**src/rtl/abofs_arbiter_pkg.sv**
```systemverilog
// Shared configuration constants for the abofs request arbiter; the TAU_* values mirror
// the pipeline-wide TauCfg settings (offset width, vector dims, config count).
package abofs_arbiter_pkg;
  localparam int   TAU_WORK_BW    = 8;
  localparam int   TAU_VDIM       = 2;
  localparam int   TAU_N_ICFG     = 6;
  localparam int   ABOFS_DROP_BW  = 16;
  localparam logic LAST_GRANT_RST = 1'b1;
endpackage

```
**src/rtl/abofs_arbiter_round_robin2.sv**
```systemverilog
// Combinational two-way round-robin grant: a lone requester wins, contention goes to
// the port that did not win last.
module abofs_arbiter_round_robin2 (
  input  logic [1:0] req,
  input  logic       last_grant,
  output logic       grant_valid,
  output logic       grant_idx
);

  always_comb begin
    grant_valid = |req;
    grant_idx   = 1'b0;
    case (req)
      2'b10:   grant_idx = 1'b1;
      2'b11:   grant_idx = ~last_grant;
      default: grant_idx = 1'b0;
    endcase
  end

endmodule

```
**src/rtl/abofs_arbiter.sv**
```systemverilog
// Merges two (bofs, aofs, config-range) request streams into one registered rdy/ack
// stream for the chunk head, tagging the source port and dropping empty ranges.
module abofs_arbiter
  import abofs_arbiter_pkg::*;
#(
  parameter int  WBW     = TAU_WORK_BW,
  parameter int  VDIM    = TAU_VDIM,
  parameter int  N_ICFG  = TAU_N_ICFG,
  parameter int  DROP_BW = ABOFS_DROP_BW,
  localparam int ICFG_BW = $clog2(N_ICFG + 1)
) (
  input  logic                          i_clk,
  input  logic                          i_rst_n,

  input  logic                          src0_rdy,
  output logic                          src0_ack,
  input  logic [VDIM-1:0][WBW-1:0]      src0_bofs,
  input  logic [VDIM-1:0][WBW-1:0]      src0_aofs,
  input  logic [ICFG_BW-1:0]            src0_beg,
  input  logic [ICFG_BW-1:0]            src0_end,

  input  logic                          src1_rdy,
  output logic                          src1_ack,
  input  logic [VDIM-1:0][WBW-1:0]      src1_bofs,
  input  logic [VDIM-1:0][WBW-1:0]      src1_aofs,
  input  logic [ICFG_BW-1:0]            src1_beg,
  input  logic [ICFG_BW-1:0]            src1_end,

  output logic                          dst_rdy,
  input  logic                          dst_ack,
  output logic                          dst_which,
  output logic [VDIM-1:0][WBW-1:0]      dst_bofs,
  output logic [VDIM-1:0][WBW-1:0]      dst_aofs,
  output logic [ICFG_BW-1:0]            dst_beg,
  output logic [ICFG_BW-1:0]            dst_end,
  output logic [DROP_BW-1:0]            o_drop_cnt
);

  logic [1:0]                     req;
  logic [1:0][VDIM-1:0][WBW-1:0]  bofs_arr;
  logic [1:0][VDIM-1:0][WBW-1:0]  aofs_arr;
  logic [1:0][ICFG_BW-1:0]        beg_arr;
  logic [1:0][ICFG_BW-1:0]        end_arr;

  assign req         = {src1_rdy, src0_rdy};
  assign bofs_arr[0] = src0_bofs;
  assign bofs_arr[1] = src1_bofs;
  assign aofs_arr[0] = src0_aofs;
  assign aofs_arr[1] = src1_aofs;
  assign beg_arr[0]  = src0_beg;
  assign beg_arr[1]  = src1_beg;
  assign end_arr[0]  = src0_end;
  assign end_arr[1]  = src1_end;

  logic last_grant;
  logic grant_valid;
  logic grant_idx;

  abofs_arbiter_round_robin2 u_rr (
    .req         (req),
    .last_grant  (last_grant),
    .grant_valid (grant_valid),
    .grant_idx   (grant_idx)
  );

  logic load_en;
  logic take;
  logic sel_empty;

  assign load_en   = !dst_rdy || dst_ack;
  assign take      = load_en && grant_valid && i_rst_n;
  assign src0_ack  = take && (grant_idx == 1'b0);
  assign src1_ack  = take && (grant_idx == 1'b1);
  assign sel_empty = (beg_arr[grant_idx] == end_arr[grant_idx]);

  always_ff @(posedge i_clk) begin
    if (!i_rst_n) begin
      dst_rdy    <= 1'b0;
      dst_which  <= 1'b0;
      dst_bofs   <= '0;
      dst_aofs   <= '0;
      dst_beg    <= '0;
      dst_end    <= '0;
      o_drop_cnt <= '0;
      last_grant <= LAST_GRANT_RST;
    end else if (load_en) begin
      if (grant_valid) begin
        last_grant <= grant_idx;
        if (!sel_empty) begin
          dst_rdy   <= 1'b1;
          dst_which <= grant_idx;
          dst_bofs  <= bofs_arr[grant_idx];
          dst_aofs  <= aofs_arr[grant_idx];
          dst_beg   <= beg_arr[grant_idx];
          dst_end   <= end_arr[grant_idx];
        end else begin
          // load_en means either nothing is pending or it is leaving now
          dst_rdy <= 1'b0;
          if (o_drop_cnt != '1) begin
            o_drop_cnt <= o_drop_cnt + DROP_BW'(1);
          end
        end
      end else begin
        dst_rdy <= 1'b0;
      end
    end
  end

endmodule
```
**config.mk**
```make
export PLATFORM = sky130hd
export DESIGN_NAME = abofs_arbiter
export DESIGN_NICKNAME = d
export VERILOG_FILES = /design/src/rtl/abofs_arbiter_pkg.sv /design/src/rtl/abofs_arbiter_round_robin2.sv /design/src/rtl/abofs_arbiter.sv
export SDC_FILE = /design/constraint.sdc
export NUM_CORES = 1
export LEC_CHECK = 0
export CAP_MARGIN = 20
export CORE_ASPECT_RATIO = 1.4
export CORE_MARGIN = 1.5
export CORE_UTILIZATION = 36
export DETAILED_ROUTE_END_ITERATION = 7
export PLACE_DENSITY_LB_ADDON = 0.3
export SKIP_LAST_GASP = 1
export SYNTH_ARGS = -nofsm -noshare
export SYNTH_HDL_FRONTEND = slang
export SYNTH_SLANG_ARGS = --single-unit
```
**constraint.sdc**
```tcl
create_clock -name i_clk -period 2.1 [get_ports i_clk]
set_clock_uncertainty 0.1 [all_clocks]
set_input_delay 0.42 -clock i_clk [delete_from_list [all_inputs] [get_ports i_clk]]
set_output_delay 0.42 -clock i_clk [all_outputs]
set_load 0.02 [all_outputs]
```
# Word-level counts from Yosys, hierarchy flattened
# Cells that the tools add are included.
[totals]
ff_bits = 57
inputBits = 81
output_inout_bits = 58
wordCells = 40
[classes]
addsub = 1
order_cmp = 1
eq_ne = 4
muxes = 11
bitwise_logic = 3
n_reduce_logical = 10
[op_table]
columns = ["operator", "count"]
rows = [
  ["2-to-1 mux 16 bit", 4],
  ["adder 16 x 1 -> 16 bit, second input constant", 1],
  ["!= test 16 bit, second input constant", 1],
  ["2-to-1 mux 3 bit", 4],
  ["equality test 2 bit, second input constant", 2],
  ["logical AND 1 bit", 4],
  ["AND reduction 4 bit", 1],
  ["equality test 3 bit", 1],
  ["inverter 1 bit", 3],
  ["AND reduction 3 bit", 1],
  ["less-than comparator 1 x 2 -> 1 bit, second input constant", 1],
  ["2-to-1 mux 1 bit", 2],
  ["one-hot mux 1 bit (2 select lines)", 1],
  ["AND reduction 2 bit", 1],
  ["OR reduction 2 bit", 1],
  ["logical NOT 1 bit", 1],
  ["logical OR 1 bit", 1],
]

# Depth between registers and ports, before layout
# Gate-level depths: netlist of run 1.
[depth]
ltp_word = 7
depth_mapped = 8
mapped_depth_nobuf = 5

# Cells and area by module
# From an unflattened synthesis of run 1, not the netlist that was laid out.
[hier_totals]
cells_unflattened = 293
area_unflattened_um2 = 2726.4
[by_module_without_submodules]
columns = ["module", "n_inst", "cells_each", "area_per_inst_um2", "seq_area_each_um2"]
rows = [
  ["abofs_arbiter", 1, 291, 2712.6, 1141.1],
  ["abofs_arbiter_round_robin2", 1, 2, 13.8, 0.0],
]

# Worst setup path before layout of run 1
# Ideal clock, no wire load.
[synth_path]
path_type = "input port to flip-flop"
from = "input src1_rdy"
to = "register o_drop_cnt[4]"
setup_time_ps = 70
arrival_time_ps = 1841
required_time_ps = 1930
path_slack_ps = 89
stages = 7
n_path_buf = 2
path_cell_list = "a21boi_1 buf_4 nor4_4 o21ai_1 clkbuf_1 or4_1 a21oi_1"
[synth_via]
elab_chain_len = 6
word_cells_on_any_way = 10
classes_between = "eq/ne (3); mux (5); reduce/logical (2)"
[synth_rtl]
columns = ["element", "line_no", "text"]
rows = [
  ["start: declaration", "abofs_arbiter.sv:22", "input logic src1_rdy,"],
  ["equality test 2 bit", "abofs_arbiter_round_robin2.sv:13", "case (req)"],
  ["one-hot mux 1 bit (2 select lines)", "abofs_arbiter_round_robin2.sv:13", ""],
  ["2-to-1 mux 3 bit (implied by the code) (2 in a row)", "abofs_arbiter.sv:74", "assign sel_empty = (beg_arr[grant_idx] == end_arr[grant_idx]);"],
  ["equality test 3 bit", "abofs_arbiter.sv:74", ""],
  ["AND reduction 4 bit (no source line) (*)", "-", ""],
  ["end signal: assignment", "abofs_arbiter.sv:100", "o_drop_cnt <= o_drop_cnt + DROP_BW'(1);"],
  ["end: declaration", "abofs_arbiter.sv:36", "output logic [DROP_BW-1:0] o_drop_cnt"],
]
# Every way passes the cells marked *; elsewhere a longest branch is shown, timed or not. The select of a mux whose other input is x is not followed.
# A chain may end at the register's enable or synchronous reset.

# Worst setup path after layout of run 1
[layout_path]
from = "input src1_rdy"
to = "register o_drop_cnt[9]"
# Same word-level chain as after synthesis.

==> results.py, run 1 <==
metrics = {
    "placed_design": {
        "routabilityCongestion": 0.867,
        "place_area_um2": 4270,
        "place.detailed.hpwl_mm": 5.60,
        "dp_cells": 524,
        "portBuffers": 138,
    },
    "sta": {
        "setup_viol": 0,
        "relSlewSlack": 0.735,
        "worst_pin_slew_ps": 397,
        "layout_min_cycle_time_ps": 2020,
        "fin_crit_sh": 0.963,
        "hold_viol_final": 0,
        "timing.hold.ws_ps": 394,
        "max_freq_mhz": 494,
        "drv_slew": 0,
        "timing.setup.tns_ps": 0,
    },
    "die": {
        "initial_core_util": 0.372,
        "ios": 139,
        "die_h_um": 106,
        "die_w_um": 76.4,
        "die-area_um2": 8090,
        "core_area_um2": 7310,
        "fp-row-count": 37,
    },
    "layout": {
        "fin_nets": 525,
        "finalNonFillerCells": 545,
        "diodes": 0,
        "drive_above_1_share": 0.116,
        "final_cell_area_um2": 4600,
        "finish.utilization": 0.629,
        "area_growth_pct": 69.1,
    },
    "routing": {
        "avgRoutedWirePerCell_um": 14.1,
        "detail-route-antenna-nets": 0,
        "first_pass_iters": 4,
        "avgViaCountPerCell": 5.18,
        "finalWirelength_mm": 7.71,
        "via_count": 2824,
        "drc_errors": 0,
        "drtIter0Drc": 119,
    },
    "clock_tree": {
        "root_buffer": "clkbuf_8",
        "cts_tree": "built",
        "path_clk_slew_ps": 60,
        "insertion_delay_ps": 330,
        "cts_buffers": 9,
        "htree_levels": 3,
        "cts-hold-fix-buffers": 0,
        "cts.path.max_buffers": 2,
        "clock_sinks": 57,
    },
    "yosys": {
        "postSynthAreaPerCell_um2": 9.12,
        "ys_types": 33,
        "synth_top_area_frac": 0.420,
        "yosysTopAreaCell": "dfxtp_1",
        "seq_area_frac_synth": 0.420,
        "synth.area.top_cells": "dfxtp_1 42%, mux2i_1 15%, a211oi_1 10%",
        "synth_fp_nets": 380,
        "ys.warnings.count": 0,
        "syn_area_um2": 2720,
        "syn-instance-count": 298,
        "synth-seq-cells": 57,
    },
    "setup_path": {
        "path_max_fanout": 8,
        "start_kind": "primary input",
        "crit_type": "primary input to flip-flop",
        "crit_arrival_ps": 2170,
        "cp-end-kind": "flip-flop",
        "cp.required_ps": 2250,
    },
    "power": {
        "leakagePower_nw": 1.76,
        "irDropWorstVdd_mv": 0.396,
        "power_density_nw_per_um2": 657,
    },
    "grt": {
        "grt_pass1_wl_mm": 12.9,
        "gr-usage-all-layers": 0.199,
        "antenna_found_initial": 0,
        "grt_max_degree": 57,
        "grt_pass1_vias": 2807,
        "grt.overflow.total": 0,
    },
    "job": {
        "max_cap_viol_count": 0,
    },
    "min_path": {
        "hp-class": "primary input to flip-flop",
    },
    "status": {
        "status": "finished clean",
    },
}
-- cell families (layout without fill, tap and decap cells) --
logic type | after synthesis | after routing | synth area share
DFF | 57 | 57 | 0.420
buffers and inverters | 31 | 181 | 0.0492
xor gates and xnor gates | 6 | 6 | 0.0193
and+or+nand+nor | 91 | 91 | 0.177
AOI/OAI and AO/OA | 70 | 70 | 0.175
muxes | 42 | 42 | 0.155
adders and majority gates | 1 | 1 | 0.00460
-- sequential cells by signal, indices dropped and copies added (netlist names) --
name,cells
dst_beg,3
dst_end,3
o_drop_cnt,16
dst_bofs,16
dst_which,1
last_grant,1
dst_rdy,1
dst_aofs,16
-- worst paths after layout --
path | from | endpoint | slack [ps] | cells after the start
hold / removal | src1_beg[0] | dst_beg[0]$_SDFFE_PN0P_ | 390 | 3
setup / recovery | src1_rdy | o_drop_cnt[9]$_SDFFE_PN0P_ | 80 | 7
setup reg to reg | o_drop_cnt[0]$_SDFFE_PN0P_ | o_drop_cnt[9]$_SDFFE_PN0P_ | 120 | 6
hold reg to reg | dst_aofs[1]$_SDFFE_PN0P_ | dst_aofs[1]$_SDFFE_PN0P_ | 390 | 2
-- what timing repair did --
action / 4_1_cts / 5_1_grt
pin swaps: 6 / 10
buffers inserted: 1 / 2
gates resized for setup: 22 / 16
cloned: 2 / 0
setup endpoints to repair: 17 / 53
-- worst max-delay path, cell delays in order --
cell and delay, ps:
dlygate4sd2_1 260, a21boi_4 160, nor4_4 350, o21ai_4 130, buf_12 150, or4_1 510
a21oi_1 190
-- per-layer routing --
layer,track usage,vias to the layer above,share of wire
met5,0,-,0
met4,0.0820,0,0.020
met3,0.0797,14,0.097
met2,0.350,121,0.49
met1,0.209,1296,0.39
li1,-,1393,-
-- stage by stage --
stage,worst slack (ps),power [W]
floorplan,88.5,0.00167
finish,77.7,0.00302
detailed placement,-458,0.00211
global route,-2.08,0.00318
global placement,-416,0.00209
CTS,-52.5,0.00305
-- synth_stat cells --
cell type  instances
a211oi_1          38
a21boi_1           1
a21oi_1           15
and3_1             2
and4_1             4
buf_2              8
buf_4              2
clkbuf_1          14
clkinv_1           1
dfxtp_1           57
ha_1               1
inv_1              6
mux2i_1           42
nand2_1           10
nand2b_1           3
nand3_1            7
nand4_1            3
nor2_1            40
nor2b_1            1
nor3b_1            1
nor4_1             3
nor4_4             1
o21a_1             1
o21ai_0            4
o21ai_1            1
o31ai_1            9
o41ai_1            1
or3_1              3
or3b_2             1
or4_1             11
or4b_1             1
xnor2_1            3
xor2_1             3
-- cells in the final DEF (no fill, tap or decap), drive strengths merged, types with 4 or more instances in the layout --
master	count
buf	21
nand2	10
dlygate4sd2	7
a211oi	38
clkdlybuf4s50	122
nor4	4
a21oi	15
dfxtp	57
dlymetal6s2s	6
and4	4
clkinv	4
o31ai	9
o21ai	5
clkbuf	13
nand3	7
or4	11
nor2	40
mux2i	42
inv	6
-- power by group --
group	total (W)	internal [W]	switching [W]	leakage [nW]
Clock	0.000909	0.000487	0.000421	0.0932
Combinational	0.000876	0.000465	0.000411	1.20
Sequential	0.00124	0.00118	0.0000560	0.470
-- final cells by class --
| type | instances | area [um^2] |
|---|---|---|
| Clock buffer | 13 | 159 |
| Clock inverter | 3 | 15.0 |
| Fill cell | 656 | 2720 |
| Inverter | 7 | 26.3 |
| Multi-Input combinational cell | 210 | 1530 |
| Sequential cell | 57 | 1140 |
| Tap cell | 97 | 121 |
| Timing Repair Buffer | 158 | 1610 |
Note: power is estimated with default switching activity, not from simulation.
==> inputs of run 2 (changes only) <==
--- a/config.mk
+++ b/config.mk
@@ -8,7 +8,7 @@
 export CAP_MARGIN = 20
 export CORE_ASPECT_RATIO = 1.4
 export CORE_MARGIN = 1.5
-export CORE_UTILIZATION = 36
+export CORE_UTILIZATION = 43
 export DETAILED_ROUTE_END_ITERATION = 7
 export PLACE_DENSITY_LB_ADDON = 0.3
 export SKIP_LAST_GASP = 1
==> constraint.sdc (replaced) <==
create_clock -name i_clk -period 2.33 [get_ports i_clk]
set_clock_uncertainty 0.1 [all_clocks]
set_input_delay 0.466 -clock i_clk [delete_from_list [all_inputs] [get_ports i_clk]]
set_output_delay 0.466 -clock i_clk [all_outputs]
set_load 0.02 [all_outputs]
==> run 2 against run 1 <==
  * Routed wire length decreased by 0.36%
  * Via count shrank 0.42%
  * Die area decreased by 16%
  * Global-route usage rose by 2.8 points
  * Flip-flop and latch count did not move
  * Clock power rose by 5.3%
  * Sequential power decreased by 10%
  * Design area decreased by 1.8%
  * Critical path depth is the same
==> results.py, run 2 (synthesized netlist as in run 1, its figures left out) <==
metrics = {
    "status": {
        "status": "finished clean",
    },
    "sta": {
        "setup_slack_ps": 56.1,
        "drv_slew": 0,
        "hold_viol_final": 0,
        "timing.hold.ws_ps": 397,
        "worst_pin_slew_ps": 564,
        "setup_viol": 0,
        "rsz0062_at_grt": "true",
        "fin_crit_sh": 0.976,
        "layout_min_cycle_time_ps": 2270,
        "max_freq_mhz": 440,
        "relSlewSlack": 0.624,
    },
    "die": {
        "core_area_um2": 6170,
        "die_h_um": 97.1,
        "fp-row-count": 34,
        "die-area_um2": 6820,
        "initial_core_util": 0.441,
        "ios": 139,
        "die_w_um": 70.2,
    },
    "power": {
        "leakagePower_nw": 1.68,
        "p_total_w": 0.00286,
        "power_density_nw_per_um2": 632,
        "irDropWorstVdd_mv": 0.362,
    },
    "grt": {
        "antenna_found_initial": 0,
        "grt_pass1_wl_mm": 12.3,
        "grt_pass1_vias": 2715,
        "grt.overflow.total": 0,
        "grt_max_degree": 46,
        "gr-usage-all-layers": 0.227,
    },
    "clock_tree": {
        "path_clk_slew_ps": 60,
        "clock_sinks": 57,
        "htree_levels": 3,
        "cts_buffers": 9,
        "cts-hold-fix-buffers": 0,
        "insertion_delay_ps": 330,
        "cts.path.max_buffers": 2,
        "cts_tree": "built",
        "root_buffer": "clkbuf_8",
    },
    "setup_path": {
        "cp.required_ps": 2490,
        "r2r_cells": 6,
        "cp-end-kind": "flip-flop",
        "path_max_fanout": 13,
        "crit_type": "primary input to flip-flop",
        "timing.rr.start": "o_drop_cnt[0]$_SDFFE_PN0P_",
        "r2r_setup_slack_ps": 310,
        "rr_endpoint": "o_drop_cnt[11]$_SDFFE_PN0P_",
        "start_kind": "primary input",
        "crit_arrival_ps": 2430,
    },
    "routing": {
        "avgViaCountPerCell": 5.40,
        "drtIter0Drc": 65,
        "first_pass_iters": 4,
        "finalWirelength_mm": 7.68,
        "avgRoutedWirePerCell_um": 14.7,
        "detail-route-antenna-nets": 0,
        "drc_errors": 0,
        "via_count": 2812,
    },
    "layout": {
        "drive_above_1_share": 0.105,
        "nFillCells": 466,
        "final_cell_area_um2": 4520,
        "finalNonFillerCells": 521,
        "diodes": 0,
        "fin_nets": 526,
        "register_area_um2": 1140,
        "mostFrequentLayoutCells": "136 x clkdlybuf4s50_1, 57 x dfxtp_1, 42 x mux2i_1",
        "area_growth_pct": 66.1,
        "multi_input_area_um2": 1490,
        "final_common_cell": "clkdlybuf4s50_1",
        "biggestRegsByFlops": "dst_aofs (16), dst_bofs (16), o_drop_cnt (16)",
    },
    "placed_design": {
        "routabilityCongestion": 0.774,
        "place_worst_setup_slack_ps": -339,
        "place.detailed.hpwl_mm": 5.62,
        "dp_cells": 501,
        "portBuffers": 138,
        "place_area_um2": 4260,
    },
    "min_path": {
        "holdPathEnd": "dst_bofs[6]$_SDFFE_PN0P_",
        "worstHoldPathCells": 2,
        "hp-start": "dst_bofs[6]$_SDFFE_PN0P_",
        "hp-class": "flip-flop to flip-flop",
    },
    "job": {
        "max_cap_viol_count": 0,
    },
}
-- run 2: what timing repair did --
item	CTS	global route
resized for setup	5	8
setup endpoints to repair	2	43
cloned	0	1
buffers inserted	0	3
pin swaps	0	3
-- run 2: critical path, cell delays in order --
cell and delay [ps]:
clkdlybuf4s50_1 490, a21boi_4 250, and4_4 270, o21ai_2 100, clkbuf_16 190, or4_1 500
a21oi_1 170
-- run 2: worst max path at each step --
stage / depth (start not counted) / slack, ps / start / endpoint
2_1_floorplan: 7 / 270 / src1_rdy / o_drop_cnt[4]$_SDFFE_PN0P_
3_3_place_gp: 6 / -270 / dst_ack / src0_ack
3_5_place_dp: 7 / -340 / src1_rdy / o_drop_cnt[11]$_SDFFE_PN0P_
4_1_cts: 7 / 3 / src1_rdy / o_drop_cnt[11]$_SDFFE_PN0P_
5_1_grt: 9 / -40 / src0_beg[2] / dst_aofs[3]$_SDFFE_PN0P_
6_report: 7 / 60 / src1_rdy / o_drop_cnt[11]$_SDFFE_PN0P_
-- run 2: through the flow --
step | util | TNS [ps]
final | 0.732 | 0
after detailed placement | 0.690 | -13760
after CTS | 0.724 | 0
after global placement | 0.690 | -10710
after global routing | 0.732 | -215
after floorplan | - | 0
-- run 2: cell type report --
class,instances,area share
clock buffer,14,0.0382
sequential,57,0.253
multi-input combinational,210,0.329
tap,72,0.0200
clock inverter,2,0.00776
inverter,7,0.00582
timing repair buffer,159,0.346
-- run 2: layer usage --
layer  up-vias  GRT usage  part of all wire
li1       1397          -                 -
met1      1305      0.243              0.38
met2       100      0.397              0.53
met3        10     0.0757             0.074
met4         0      0.105             0.018
met5         -          0                 0
-- run 2: power breakdown --
part	switching, W	leakage (nW)	internal, W	total, W
Sequential	0.0000485	0.470	0.00106	0.00111
Combinational	0.000369	1.10	0.000416	0.000785
Clock	0.000376	0.107	0.000581	0.000957
Total	0.000793	1.68	0.00206	0.00286
